<file path="src/rtl/ram_arbiter.sv">
// rtl/ram_arbiter.sv - two-port arbiter sharing one synchronous data RAM between CPU and loader
module ram_arbiter #(
  parameter int RamWords  = 256,
  parameter bit FixedPrio = 1'b0
) (
  input  logic                        clk_i,
  input  logic                        reset_ni,

  input  logic                        p0_valid_i,
  input  logic [31:0]                 p0_addr_i,
  input  logic [31:0]                 p0_wdata_i,
  input  logic [3:0]                  p0_wstrb_i,
  output logic [31:0]                 p0_rdata_o,
  output logic                        p0_ready_o,

  input  logic                        p1_valid_i,
  input  logic [31:0]                 p1_addr_i,
  input  logic [31:0]                 p1_wdata_i,
  input  logic [3:0]                  p1_wstrb_i,
  output logic [31:0]                 p1_rdata_o,
  output logic                        p1_ready_o,

  output logic [$clog2(RamWords)-1:0] ram_addr_o,
  output logic [31:0]                 ram_wdata_o,
  output logic [3:0]                  ram_wen_o,
  input  logic [31:0]                 ram_rd_data_i,

  output logic                        err_o
);

  localparam int AW = $clog2(RamWords);
  // 33 bits so the byte limit cannot wrap even for a full 4 GiB window
  localparam logic [32:0] WinLimit = 33'(RamWords) << 2;

  typedef enum logic {
    IDLE = 1'b0,
    RESP = 1'b1
  } state_e;

  state_e state_q;
  logic   winner_q;   // 0 = port 0, 1 = port 1
  logic   oow_q;      // granted access was outside the RAM window
  logic   last_q;     // last granted port, drives round-robin

  logic        any_req;
  logic        grant_p1_d;
  logic [31:0] win_addr;
  logic [31:0] win_wdata;
  logic [3:0]  win_wstrb;
  logic        in_win;
  logic        resp;

  assign any_req = p0_valid_i | p1_valid_i;

  // Winner selection: lone requester wins; on contention fixed priority or the port not served last
  always_comb begin
    grant_p1_d = 1'b0;
    if (p0_valid_i && p1_valid_i) begin
      if (FixedPrio) grant_p1_d = 1'b1;
      else           grant_p1_d = ~last_q;
    end else if (p1_valid_i) begin
      grant_p1_d = 1'b1;
    end
  end

  // With no request the grant defaults to port 0, so the RAM bus follows port 0 when idle
  assign win_addr  = grant_p1_d ? p1_addr_i  : p0_addr_i;
  assign win_wdata = grant_p1_d ? p1_wdata_i : p0_wdata_i;
  assign win_wstrb = grant_p1_d ? p1_wstrb_i : p0_wstrb_i;
  assign in_win    = {1'b0, win_addr} < WinLimit;

  assign ram_addr_o  = win_addr[AW+1:2];
  assign ram_wdata_o = win_wdata;
  // Strobe only in the request cycle, only in-window, and never while reset is held
  assign ram_wen_o   = (reset_ni && (state_q == IDLE) && any_req && in_win) ? win_wstrb : 4'b0000;

  // Request/response FSM: latch grant in IDLE, complete in RESP, always return to IDLE
  always_ff @(posedge clk_i or negedge reset_ni) begin
    if (!reset_ni) begin
      state_q  <= IDLE;
      winner_q <= 1'b0;
      oow_q    <= 1'b0;
      last_q   <= 1'b1;
    end else begin
      case (state_q)
        IDLE: begin
          if (any_req) begin
            state_q  <= RESP;
            winner_q <= grant_p1_d;
            oow_q    <= ~in_win;
            last_q   <= grant_p1_d;
          end
        end
        RESP:    state_q <= IDLE;
        default: state_q <= IDLE;
      endcase
    end
  end

  // Completion decode; all terms come from registered state so reset clears them at once
  assign resp       = (state_q == RESP);
  assign p0_ready_o = resp & ~winner_q;
  assign p1_ready_o = resp &  winner_q;
  assign err_o      = resp &  oow_q;
  assign p0_rdata_o = (p0_ready_o && !oow_q) ? ram_rd_data_i : 32'h0;
  assign p1_rdata_o = (p1_ready_o && !oow_q) ? ram_rd_data_i : 32'h0;

endmodule

</file>
<file path="config.mk">
export PLATFORM = sky130hd
export DESIGN_NAME = ram_arbiter
export DESIGN_NICKNAME = d
export VERILOG_FILES = /design/src/rtl/ram_arbiter.sv
export SDC_FILE = /design/constraint.sdc
export NUM_CORES = 1
export LEC_CHECK = 0
export ABC_AREA = 0
export BUFFER_PORTS_ARGS = -buffer_cell sky130_fd_sc_hd__buf_2
export CORE_AREA = 4 4 109 111
export DETAILED_ROUTE_END_ITERATION = 8
export DIE_AREA = 0 0 113 115
export GPL_ROUTABILITY_DRIVEN = 0
export SLEW_MARGIN = 30
export SYNTH_ARGS = -nofsm -noshare
export SYNTH_HDL_FRONTEND = slang
export SYNTH_SLANG_ARGS = --single-unit
export TNS_END_PERCENT = 1
</file>
<file path="constraint.sdc">
create_clock -name clk_i -period 1.87 [get_ports clk_i]
set_clock_uncertainty 0.2 [all_clocks]
set_input_delay 0.4675 -clock clk_i [delete_from_list [all_inputs] [get_ports clk_i]]
set_output_delay 0.4675 -clock clk_i [all_outputs]
set_load 0.02 [all_outputs]
</file>
After elaboration in Yosys (flattened, before gate mapping) --
Cells that the tools add are included.
Word-level totals: register bits 4, output and inout bits 111, word-level logic and storage cells 31
Cells by class: magnitude comparators 1, muxes and demuxes 10, bitwise gates (word level) 8, reduce and logical (&&, ||, !) cells 8
Operator list (number):
- two-way mux 32 bit | 4
- < comparator 32 x 11 -> 1 bit (second input constant) | 1
- two-way mux 4 bit | 2
- logical AND 1 bit | 6
- NOT 1 bit | 4
- bitwise AND 1 bit | 3
- two-way mux 1 bit | 3
- case mux 1 bit (2 select lines) | 1
- AND reduction 2 bit | 1
- zero test 1 bit | 1
- bitwise OR 1 bit | 1

Longest topological paths before layout --
Gate-level depths: netlist (run 1).
depth after elaboration 6, depth in mapped cells 5, gate-level depth less buffers 4

Worst setup path after synthesis (run 1) --
No wires, ideal clock.
path kind input -> output, start point input port p0_addr_i[16], end point output port ram_wen_o[0], data arrival time 1.691 ns, required time 1.202 ns, slack -0.488 ns, stages 4, path buffers 0, cell sequence nor4_1 nand2_1 o32a_4 nor3_1
Between the ends: longest elaborated chain between the ends 4
RTL lines:
- from (decl) | RTL line 10 | input logic [31:0] p0_addr_i,
- two-way mux 32 bit | RTL line 67 | assign win_addr = grant_p1_d ? p1_addr_i : p0_addr_i;
- < comparator 32 x 11 -> 1 bit | RTL line 70 | assign in_win = {1'b0, win_addr} < WinLimit;
- logical AND 1 bit | RTL line 75 | assign ram_wen_o = (reset_ni && (state_q == IDLE) && any_req && in_win) ? win_wstrb : 4'b0000;
- two-way mux 4 bit | RTL line 75
- to (decl) | RTL line 25 | output logic [3:0] ram_wen_o,
Every way passes these cells.

Final worst setup path (run 1) --
start point input port p1_addr_i[27], end point output port ram_wen_o[3]
Between the ends: longest elaborated chain between the ends 4
RTL lines:
- from (decl) | RTL line 17 | input logic [31:0] p1_addr_i,
- two-way mux 32 bit | RTL line 67
- < comparator 32 x 11 -> 1 bit | RTL line 70
- logical AND 1 bit | RTL line 75
- two-way mux 4 bit | RTL line 75
Every way passes these cells.

==> flow_summary_export.csv, run 1 <==
group,metric,value,unit
logic_synthesis,synth_enable_flop_cells,0,
critical_path,critPathMaxStageDelay,0.33,ns
die,design.core.area,10800,sq um
power,p_leak,1.87,nW
timing,fin_ws,-0.466,ns
clock_tree,clockBufferDepth,2,
outcome,status,"finished with violations",
clock_tree,cts_setup_buffers,0,
timing,rsz0062_at_grt,"true",
logic_synthesis,ys_top_cells_by_area,"mux2_2 35%, and2_1 31%, dfrtp_1 5.8%, nor4_2 3.9%, mux2i_1 3.1%",
logic_synthesis,synth.cell_area,1300,sq um
grt,track_usage,12.0,%
timing,max-slew-margin-rel,81.7,%
timing,finalCritPeriodShare,125,%
logic_synthesis,async_reset_ff_share,100,%
logic_synthesis,netlist_top_cells_count,"65 x and2_1, 40 x mux2_2",
critical_path,arrival,1.67,ns
grt,grt_pass1_vias,2422,
critical_path,crit_slowest_cell,"o32a_4",
timing,fin_crit,2.34,ns
die,dieArea,13000,sq um
cells_and_area,area_delta_synth_final,170,%
routing,wirelength,9030,microns
timing,hold_viol,0,
grt,grt_max_degree,35,
clock_tree,htreeDepth,1,
power,worst_ir_drop_vdd,0.000224,V
die,die_h,115,microns
timing,fin_setup_tns,-26.18,ns
logic_synthesis,syn_avg_cell_area,8.07,sq um
cells_and_area,drive_above_1_share,80.0,%
place,place_ws,-0.553,ns
routing,dr.first_iter.drc_count,24,
cells_and_area,fillerInstances,1107,
logic_synthesis,ys_types,22,
clock_tree,clkTransAtPathRegs,0.03,ns
die,die_w,113,microns
timing,max_slew.worst_pin.slew,0.267,ns
logic_synthesis,synth_nets,333,
logic_synthesis,synth_top_flop_cell,"dfrtp_1",
die,boundaryPins,283,
logic_synthesis,yosysTopAreaCell,"mux2_2",
routing,drc_errors,0,
critical_path,crit_type,"in2out",
critical_path,reg2regPathDepth,3,
grt,grt_pass1_wl,12500,microns
critical_path,crit_chain,"buf_2 > nor4_1 > nand4_1 > o32a_4 > nor3_4 > buf_6",
grt,overflow,0,
critical_path,timing.rr.start,"last_q$_DFFE_PN1P_",
critical_path,crit_family,"simple AND/OR/NAND/NOR gates",
clock_tree,numCtsBuffers,3,
min_path,hold_path_class,"reg2reg",
logic_synthesis,ys_seq_elements,4,
outcome,violations,"negative setup slack",
timing,finalSetupViolCount,108,
critical_path,startpoint,"p1_addr_i[27]",
min_path,hold_depth,2,
grt,antenna_found_initial,3,
routing,dr.pass1.iters,6,
clock_tree,cts.sinks,4,
clock_tree,cts-root-buf,"clkbuf_8",
routing,viasPerCell,3.98,
place,port_buffers,278,
logic_synthesis,synthCells,161,
logic_synthesis,synth_top_area_share,34.7,%
critical_path,end_kind,"output pin",
clock_tree,cts_tree,"yes",
timing,slew_violations,0,
power,p_per_area,316,nW/um^2
cells_and_area,num-nets-final,619,
routing,drt-wirelength-per-cell,15.4,microns
logic_synthesis,synth_most_common_cell,"and2_1",
logic_synthesis,ys_seq_area_share,7.80,%
timing,fmax,428,MHz
critical_path,path_buf_inv,2,
critical_path,crit_path_start_kind,"input port",
critical_path,cp.required,1.20,ns
critical_path,path_max_fanout,5,
die,initial_core_util,12.0,%
flow_run,timing.max_cap.violations,0,
clock_tree,insertion_delay,0.22,ns
routing,vias,2336,
logic_synthesis,yosysWarnings,0,
critical_path,cp.depth,6,
routing,antenna_left,0,
place,post-dp-hpwl,7900,microns
die,row_count,38,
min_path,hp-start,"last_q$_DFFE_PN1P_",
through the flow:
stage          util [%]  hold slack (ns)  cells  instance area (sq um)  power [mW]
4_1_cts            30.9            0.349    586                   3330        1.11
6_report           32.5            0.348    587                   3510        1.11
5_1_grt            32.5            0.380    586                   3510        1.18
2_1_floorplan         -          -0.0281    161                   1340       0.504
3_5_place_dp       27.9            0.174    581                   3010       0.870
3_3_place_gp       27.9            0.171    581                   3010       0.856
kinds of logic after synthesis:
logic type      Yosys count  share of synthesized area (%)
simple gates             94                           44.6
mux                      45                           38.9
buf+inv                  13                           4.72
compound gates            5                           3.95
flops                     4                           7.80
what timing repair did:
action,4_1_cts,5_1_grt
setup endpoints to repair,108,108
hold buffers,1,0
hold endpoints to repair,3,0
pin swaps,3,5
resized for setup,85,54
where the power goes:
part / leakage [nW] / internal [mW] / total, mW / switching, mW
clock: 0.0228 / 0.146 / 0.195 / 0.0494
sequential: 0.0436 / 0.106 / 0.125 / 0.0189
combinational: 1.80 / 0.398 / 0.787 / 0.389
total: 1.87 / 0.650 / 1.11 / 0.457
state kept, by name (all words and copies together), names as in the netlist:
register and cells:
oow_q 1, resp 1, winner_q 1, last_q 1
layout by cell type (no fill, tap or decap):
cell / netlist / final
dfrtp_1: 3 / 3
buf_6: 1 / 43
clkbuf_8: 0 / 3
mux2_4: 1 / 3
a31oi_1: 1 / 1
nor2_1: 6 / 6
nor4_2: 4 / 5
nor4_4: 0 / 2
nand2_1: 4 / 4
diode_2: 0 / 1
o32a_4: 1 / 1
nor3_4: 0 / 6
o22ai_1: 1 / 1
a21oi_1: 1 / 1
clkbuf_1: 6 / 1
and2_1: 65 / 61
inv_2: 0 / 2
nand3_1: 1 / 1
nor4_1: 6 / 3
nand4_1: 2 / 2
a21boi_4: 0 / 1
dfstp_2: 1 / 1
buf_12: 0 / 3
buf_2: 4 / 192
buf_4: 0 / 53
and2_4: 0 / 4
mux2_2: 40 / 38
dlygate4sd3_1: 0 / 1
mux2i_1: 4 / 4
cell type report:
cell class | instances | area [sq um] | area share [%]
sequential | 4 | 101 | 2.89
tap | 140 | 175 | 4.99
clock buffer | 4 | 45.0 | 1.28
inverter | 2 | 7.51 | 0.214
antenna | 1 | 2.50 | 0.0713
timing repair buffer | 292 | 1910 | 54.5
multi-input combinational | 144 | 1260 | 36.0
worst reg2reg max path, stage by stage, from the launching register on:
cell and delay (ns):
dfstp_2 0.57, a21boi_4 0.09, o32a_4 0.46, mux2_4 0.28
final timing paths:
kind / end / slack (ns)
max in group asynchronous: last_q$_DFFE_PN1P_ / 0.77
min in group asynchronous: oow_q$_DFFE_PN0P_ / 0.50
worst max register to register: oow_q$_DFFE_PN0P_ / 0.16
worst min register to register: last_q$_DFFE_PN1P_ / 0.35
worst min-delay path: last_q$_DFFE_PN1P_ / 0.35
worst max-delay path: ram_wen_o[3] / -0.47
per-layer routing:
layer  vias up  wire [microns]  GRT usage, %  share of wire (%)
met5         -              43             0               0.48
met4         6              81          1.92               0.90
met3        12             987          3.32                 11
met2       168            4730          23.6                 52
met1      1016            3190          13.1                 35
li1       1134               -             -                  -
Power figures use the tool's default switching activity.
==> inputs of run 2 (changes only) <==
Settings changed: CORE_AREA 4 4 109 111 to 4 4 107 109, DIE_AREA 0 0 113 115 to 0 0 111 113.
Clock period 1.87 ns to 2.67 ns, I/O delays scaled along.
==> run 2 against run 1 <==
Compared with the run above: the flow still finishes with violations (negative setup slack); critical path type unchanged; setup slack improved by 0.42 ns; critical path depth did not move; largest power group unchanged; global-route usage increased by 0.21 points; first-iteration DRC count up 33%; utilization is 2.3 points lower; register-to-register slack improved by 0.72 ns; routed wire length down 2.4%; sequential power shrank 31%.
==> flow_summary_export.csv, run 2 (same netlist as run 1, synthesis figures left out) <==
group,metric,value,unit
critical_path,crit_type,"in2out",
flow_run,timing.max_cap.violations,0,
clock_tree,clkTransAtPathRegs,0.03,ns
timing,max-slew-margin-rel,77.9,%
min_path,hold_path_class,"in2async",
critical_path,startpoint,"p0_addr_i[13]",
die,die_h,113,microns
routing,drt-wirelength-per-cell,15.1,microns
power,finalPower,0.806,mW
clock_tree,cts.sinks,4,
die,row_count,38,
grt,antenna_found_initial,6,
critical_path,timing.rr.start,"last_q$_DFFE_PN1P_",
clock_tree,cts_tree,"yes",
critical_path,end_kind,"output pin",
cells_and_area,final_cell_area,3200,sq um
place,port_buffers,278,
timing,finalCritPeriodShare,102,%
clock_tree,clockBufferDepth,2,
cells_and_area,drive_above_1_share,78.8,%
clock_tree,cts-root-buf,"clkbuf_8",
grt,grt_busiest_layer,"met2",
die,initial_core_util,12.2,%
power,switching_share,40.3,%
timing,max_slew.worst_pin.slew,0.328,ns
power,p_clk_share,16.8,%
cells_and_area,fillerInstances,1125,
power,p_sw,0.325,mW
timing,finalSetupViolCount,11,
timing,fmax,369,MHz
die,boundaryPins,283,
timing,holdWs,0.0541,ns
grt,use_met2,21.6,%
cells_and_area,layout_common_cells,"251 x buf_2, 65 x and2_1, 38 x mux2_2",
power,p_int,0.482,mW
routing,drc_errors,0,
power,pwr-share-seq,10.7,%
power,p_leak,1.83,nW
routing,antenna_left,0,
routing,wirelength,8820,microns
cells_and_area,num-nets-final,616,
grt,met3_usage,6.15,%
timing,fin_ws,-0.0407,ns
clock_tree,numCtsBuffers,3,
timing,hold_viol,0,
place,place_area,2890,sq um
timing,fin_crit,2.71,ns
die,die_w,111,microns
timing,fin_setup_tns,-0.201,ns
timing,slew_violations,0,
critical_path,path_max_fanout,5,
routing,vias,2334,
outcome,status,"finished with violations",
power,worst_ir_drop_vdd,0.000180,V
critical_path,crit_path_start_kind,"input port",
power,p_per_area,252,nW/um^2
die,dieArea,12500,sq um
critical_path,arrival,1.84,ns
cells_and_area,mostFrequentLayoutCell,"buf_2",
power,power_frac_comb,72.4,%
clock_tree,insertion_delay,0.22,ns
routing,dr.pass1.iters,4,
cells_and_area,area_delta_synth_final,147,%
die,design.core.area,10600,sq um
outcome,violations,"negative setup slack",
grt,grt_pass1_wl,12300,microns
clock_tree,htreeDepth,1,
routing,viasPerCell,3.99,
timing,rsz0062_at_grt,"true",
grt,overflow,0,
routing,dr.first_iter.drc_count,32,
place,post-dp-hpwl,7930,microns
grt,track_usage,12.3,%
critical_path,cp.required,1.80,ns
grt,grt_pass1_vias,2316,
grt,grt_max_degree,33,
grt,met1_usage,13.9,%
run 2: changes by cell type in the layout (fill, tap and decap cells not counted), sizes merged:
cell,delta
dlygate4sd3,-1
diode,+1
buf,-2
run 2: final cells by class:
type                            instances  area (sq um)  area share (%)
Timing Repair Buffer                  289          1660            51.9
Multi-Input combinational cell        144          1210            37.7
Tap cell                              140           175            5.47
Sequential cell                         4           101            3.16
Clock buffer                            4          45.0            1.41
Inverter                                2          7.51           0.234
Antenna cell                            2          5.00           0.156
run 2: through the flow:
stage	cells	setup slack, ns	utilization, %
3_3_place_gp	575	-0.121	27.3
4_1_cts	583	-0.0465	29.7
3_5_place_dp	575	-0.165	27.3
5_1_grt	583	-0.0809	30.2
6_report	585	-0.0407	30.2
2_1_floorplan	161	-0.0881	-
run 2: repair_timing:
| action | CTS | global route |
|---|---|---|
| gates resized for setup | 43 | 11 |
| setup endpoints to repair | 42 | 44 |
| buffers inserted | 3 | 0 |
| cloned | 1 | 0 |
| hold buffers | 0 | 0 |
| pin swaps | 9 | 2 |
run 2: worst max-delay path: stages:
cell and delay [ns]:
buf_2 0.11, nor4_2 0.28, nand2_1 0.10, o32a_4 0.41, nor3_2 0.12, buf_4 0.16
run 2: power groups by stage:
stage               clock [mW]  sequential, mW  combinational (mW)
finish                   0.136          0.0866               0.584
global route             0.140          0.0879               0.625
CTS                      0.137          0.0868               0.584
global placement             0          0.0863               0.500
floorplan                    0          0.0826               0.264
detailed placement           0          0.0876               0.509
run 2: final timing paths:
path / end / slack [ns] / cells after the start
min in group clk_i: winner_q$_DFFE_PN0P_ / 0.31 / 1
worst min-delay path: oow_q$_DFFE_PN0P_ / 0.05 / 1
worst max-delay path: ram_wen_o[1] / -0.04 / 6
max in group asynchronous: last_q$_DFFE_PN1P_ / 2.00 / 1
worst min register to register: winner_q$_DFFE_PN0P_ / 0.31 / 1
worst max register to register: oow_q$_DFFE_PN0P_ / 0.88 / 4
run 2: metal layers:
layer	vias up	wire, microns
li1	1122	-
met5	-	57
met1	1013	3370
met4	10	48
met3	14	1220
met2	175	4130
==> inputs of run 3 (changes only) <==
Settings changed: ABC_AREA 0 to 1, CORE_AREA 4 4 107 109 to 4 4 106 108, DIE_AREA 0 0 111 113 to 0 0 110 112.
==> run 3 against run 2 <==
Compared with the run above: the flow now finishes without violations; global-route usage decreased by 1.5 points; synthesized cell count up 99%; critical path type unchanged; non-clock buffer count is 2 lower; hold slack got worse by 0.0022 ns; sequential power decreased by 5.4%.
==> flow_summary_export.csv, run 3 <==
group,metric,value,unit
power,p_int,0.429,mW
logic_synthesis,yosysWarnings,0,
clock_tree,cts_tree,"yes",
critical_path,path_max_fanout,17,
cells_and_area,area_delta_synth_final,124,%
power,switching_share,51.0,%
logic_synthesis,yosys.area_share.adder,0,%
power,p_leak,2.21,nW
clock_tree,cts.sinks,4,
grt,overflow,0,
logic_synthesis,synth_enable_flop_cells,0,
power,worst_ir_drop_vdd,0.0000940,V
die,row_count,37,
logic_synthesis,synth_top_flop_cell,"dfrtp_1",
die,dieArea,12300,sq um
critical_path,end_kind,"output pin",
routing,top_layer_used,"met4",
logic_synthesis,ys_seq_elements,4,
logic_synthesis,netlist_top_cells_count,"153 x nand2_1, 96 x nor2_1, 40 x inv_1, 14 x buf_2, 5 x nand3_1",
critical_path,cp.required,1.80,ns
power,p_sw,0.447,mW
logic_synthesis,synth_most_common_cell,"nand2_1",
cells_and_area,num-nets-final,770,
routing,dr_wl_met2,3860,microns
cells_and_area,layout_common_cells,"274 x buf_2, 152 x nand2_1, 94 x nor2_1",
logic_synthesis,ys_types,13,
clock_tree,clkTransAtPathRegs,0.03,ns
logic_synthesis,ys_seq_area_share,7.62,%
logic_synthesis,async_reset_ff_share,100,%
die,initial_core_util,13.0,%
place,place_ws,0.0246,ns
power,pwr-share-seq,9.3,%
grt,grt_pass1_vias,2501,
grt,grt_max_degree,33,
routing,dr.first_iter.drc_count,102,
routing,dr.pass1.iters,4,
routing,routedLengthMet1,2770,microns
clock_tree,insertion_delay,0.22,ns
logic_synthesis,synthXorXnorAreaFrac,0,%
cells_and_area,mostFrequentLayoutCell,"buf_2",
critical_path,regToRegSetupSlack,1.20,ns
logic_synthesis,synth_nets,492,
power,power_frac_comb,75.5,%
clock_tree,htreeDepth,1,
grt,track_usage,10.7,%
timing,max-slew-margin-rel,78.2,%
timing,fmax,395,MHz
routing,drt-wirelength-per-cell,10.5,microns
cells_and_area,n_antenna_cell,0,
routing,viasPerCell,3.65,
logic_synthesis,synth.area.mux_share,0,%
critical_path,timing.rr.start,"last_q$_DFFE_PN1P_",
die,die_w,110,microns
logic_synthesis,synth_top_family_by_area,"simple AND/OR/NAND/NOR gates",
critical_path,arrival,1.66,ns
outcome,status,"completed",
min_path,hold_path_class,"in2async",
routing,drc_errors,0,
logic_synthesis,synth_compound_area_share,0.376,%
logic_synthesis,synthCells,320,
clock_tree,numCtsBuffers,3,
die,boundaryPins,283,
logic_synthesis,synth.cell_area,1330,sq um
grt,antenna_found_initial,0,
logic_synthesis,synth_top_area_share,43.2,%
power,p_per_area,295,nW/um^2
timing,hold_viol,0,
place,post-dp-hpwl,6810,microns
routing,wl_met3,954,microns
logic_synthesis,ys_top_cells_by_area,"nand2_1 43%, nor2_1 27%, inv_1 11%, dfrtp_1 5.6%, buf_2 5.3%",
clock_tree,clockBufferDepth,2,
timing,finalSetupViolCount,0,
timing,max_slew.worst_pin.slew,0.327,ns
routing,antenna_left,0,
grt,grt_pass1_wl,10900,microns
critical_path,reg2reg_to,"oow_q$_DFFE_PN0P_",
timing,holdWs,0.0519,ns
critical_path,reg2regPathDepth,7,
die,design.core.area,10200,sq um
logic_synthesis,syn_avg_cell_area,4.16,sq um
logic_synthesis,yosysTopAreaCell,"nand2_1",
die,die_h,112,microns
place,port_buffers,278,
timing,slew_violations,0,
flow_run,timing.max_cap.violations,0,
cells_and_area,drive_above_1_share,50.4,%
timing,fin_crit,2.53,ns
timing,fin_ws,0.141,ns
routing,wirelength,7680,microns
routing,vias,2675,
power,p_clk_share,15.2,%
clock_tree,cts-root-buf,"clkbuf_8",
critical_path,crit_path_start_kind,"input port",
logic_synthesis,synth-simple-area-share,74.4,%
critical_path,crit_type,"in2out",
timing,finalCritPeriodShare,94.7,%
[run 3: routing by layer]
layer  track usage (%)  vias to the layer above
met2              20.7                      161
met3              1.45                        8
met5                 0                        -
met4              3.08                        0
met1              11.9                     1042
li1                  -                     1464
[run 3: worst max path at each step]
stage	slack, ns	end	cells after the start	start
final	0.14	ram_wen_o[2]	10	p0_valid_i
after global routing	-0.01	ram_wen_o[2]	9	last_q$_DFFE_PN1P_
after CTS	0.02	ram_wen_o[1]	10	p0_valid_i
after detailed placement	0.02	ram_wen_o[1]	10	p0_valid_i
after global placement	0.07	ram_wen_o[3]	10	p0_valid_i
after floorplan	0.33	ram_wen_o[0]	8	p0_valid_i
[run 3: layout make-up]
| type | count | area (sq um) |
|---|---|---|
| fillers | 1208 | 7260 |
| repair buffers | 287 | 1490 |
| multi-input cells | 259 | 1010 |
| well taps | 136 | 170 |
| inverters | 43 | 166 |
| flip-flops and latches | 4 | 101 |
| clock buffers | 4 | 45.0 |
[run 3: what timing repair did]
item                                    in CTS  in global routing
gates resized for setup                      0                 10
hold buffers                                 0                  0
endpoints found under the setup margin       0                  5
setup buffers                                0                  1
[run 3: worst max-delay path, cell delays in order]
cell	delay, ns
buf_2	0.09
nand2_1	0.07
nand2_4	0.12
inv_6	0.08
nor2_2	0.09
nand3_1	0.12
nand2_2	0.10
nand2_4	0.07
nor2_1	0.09
buf_4	0.15
[run 3: cell families (layout without fill, tap and decap cells)]
group	Yosys count	count (layout)
compound gates	1	1
flops	4	4
buf+inv	57	334
simple gates	258	258
[run 3: power by group through the flow]
stage	Clock [mW]	Combinational, mW	Sequential, mW
after floorplan	0	0.370	0.0809
after global placement	0	0.664	0.0822
after detailed placement	0	0.665	0.0825
after CTS	0.137	0.668	0.0819
after global routing	0.147	0.737	0.0831
final	0.133	0.661	0.0819
[run 3: per-stage QoR]
| step | setup TNS (ns) | instances | power, mW | cell area (sq um) | utilization, % |
|---|---|---|---|---|---|
| 4_1_cts | 0 | 732 | 0.887 | 2940 | 28.7 |
| 5_1_grt | -0.0267 | 733 | 0.967 | 2980 | 29.1 |
| 6_report | 0 | 733 | 0.876 | 2980 | 29.1 |
| 3_3_place_gp | 0 | 728 | 0.746 | 2890 | 28.3 |
| 3_5_place_dp | 0 | 728 | 0.748 | 2890 | 28.3 |
| 2_1_floorplan | 0 | 320 | 0.451 | 1330 | - |
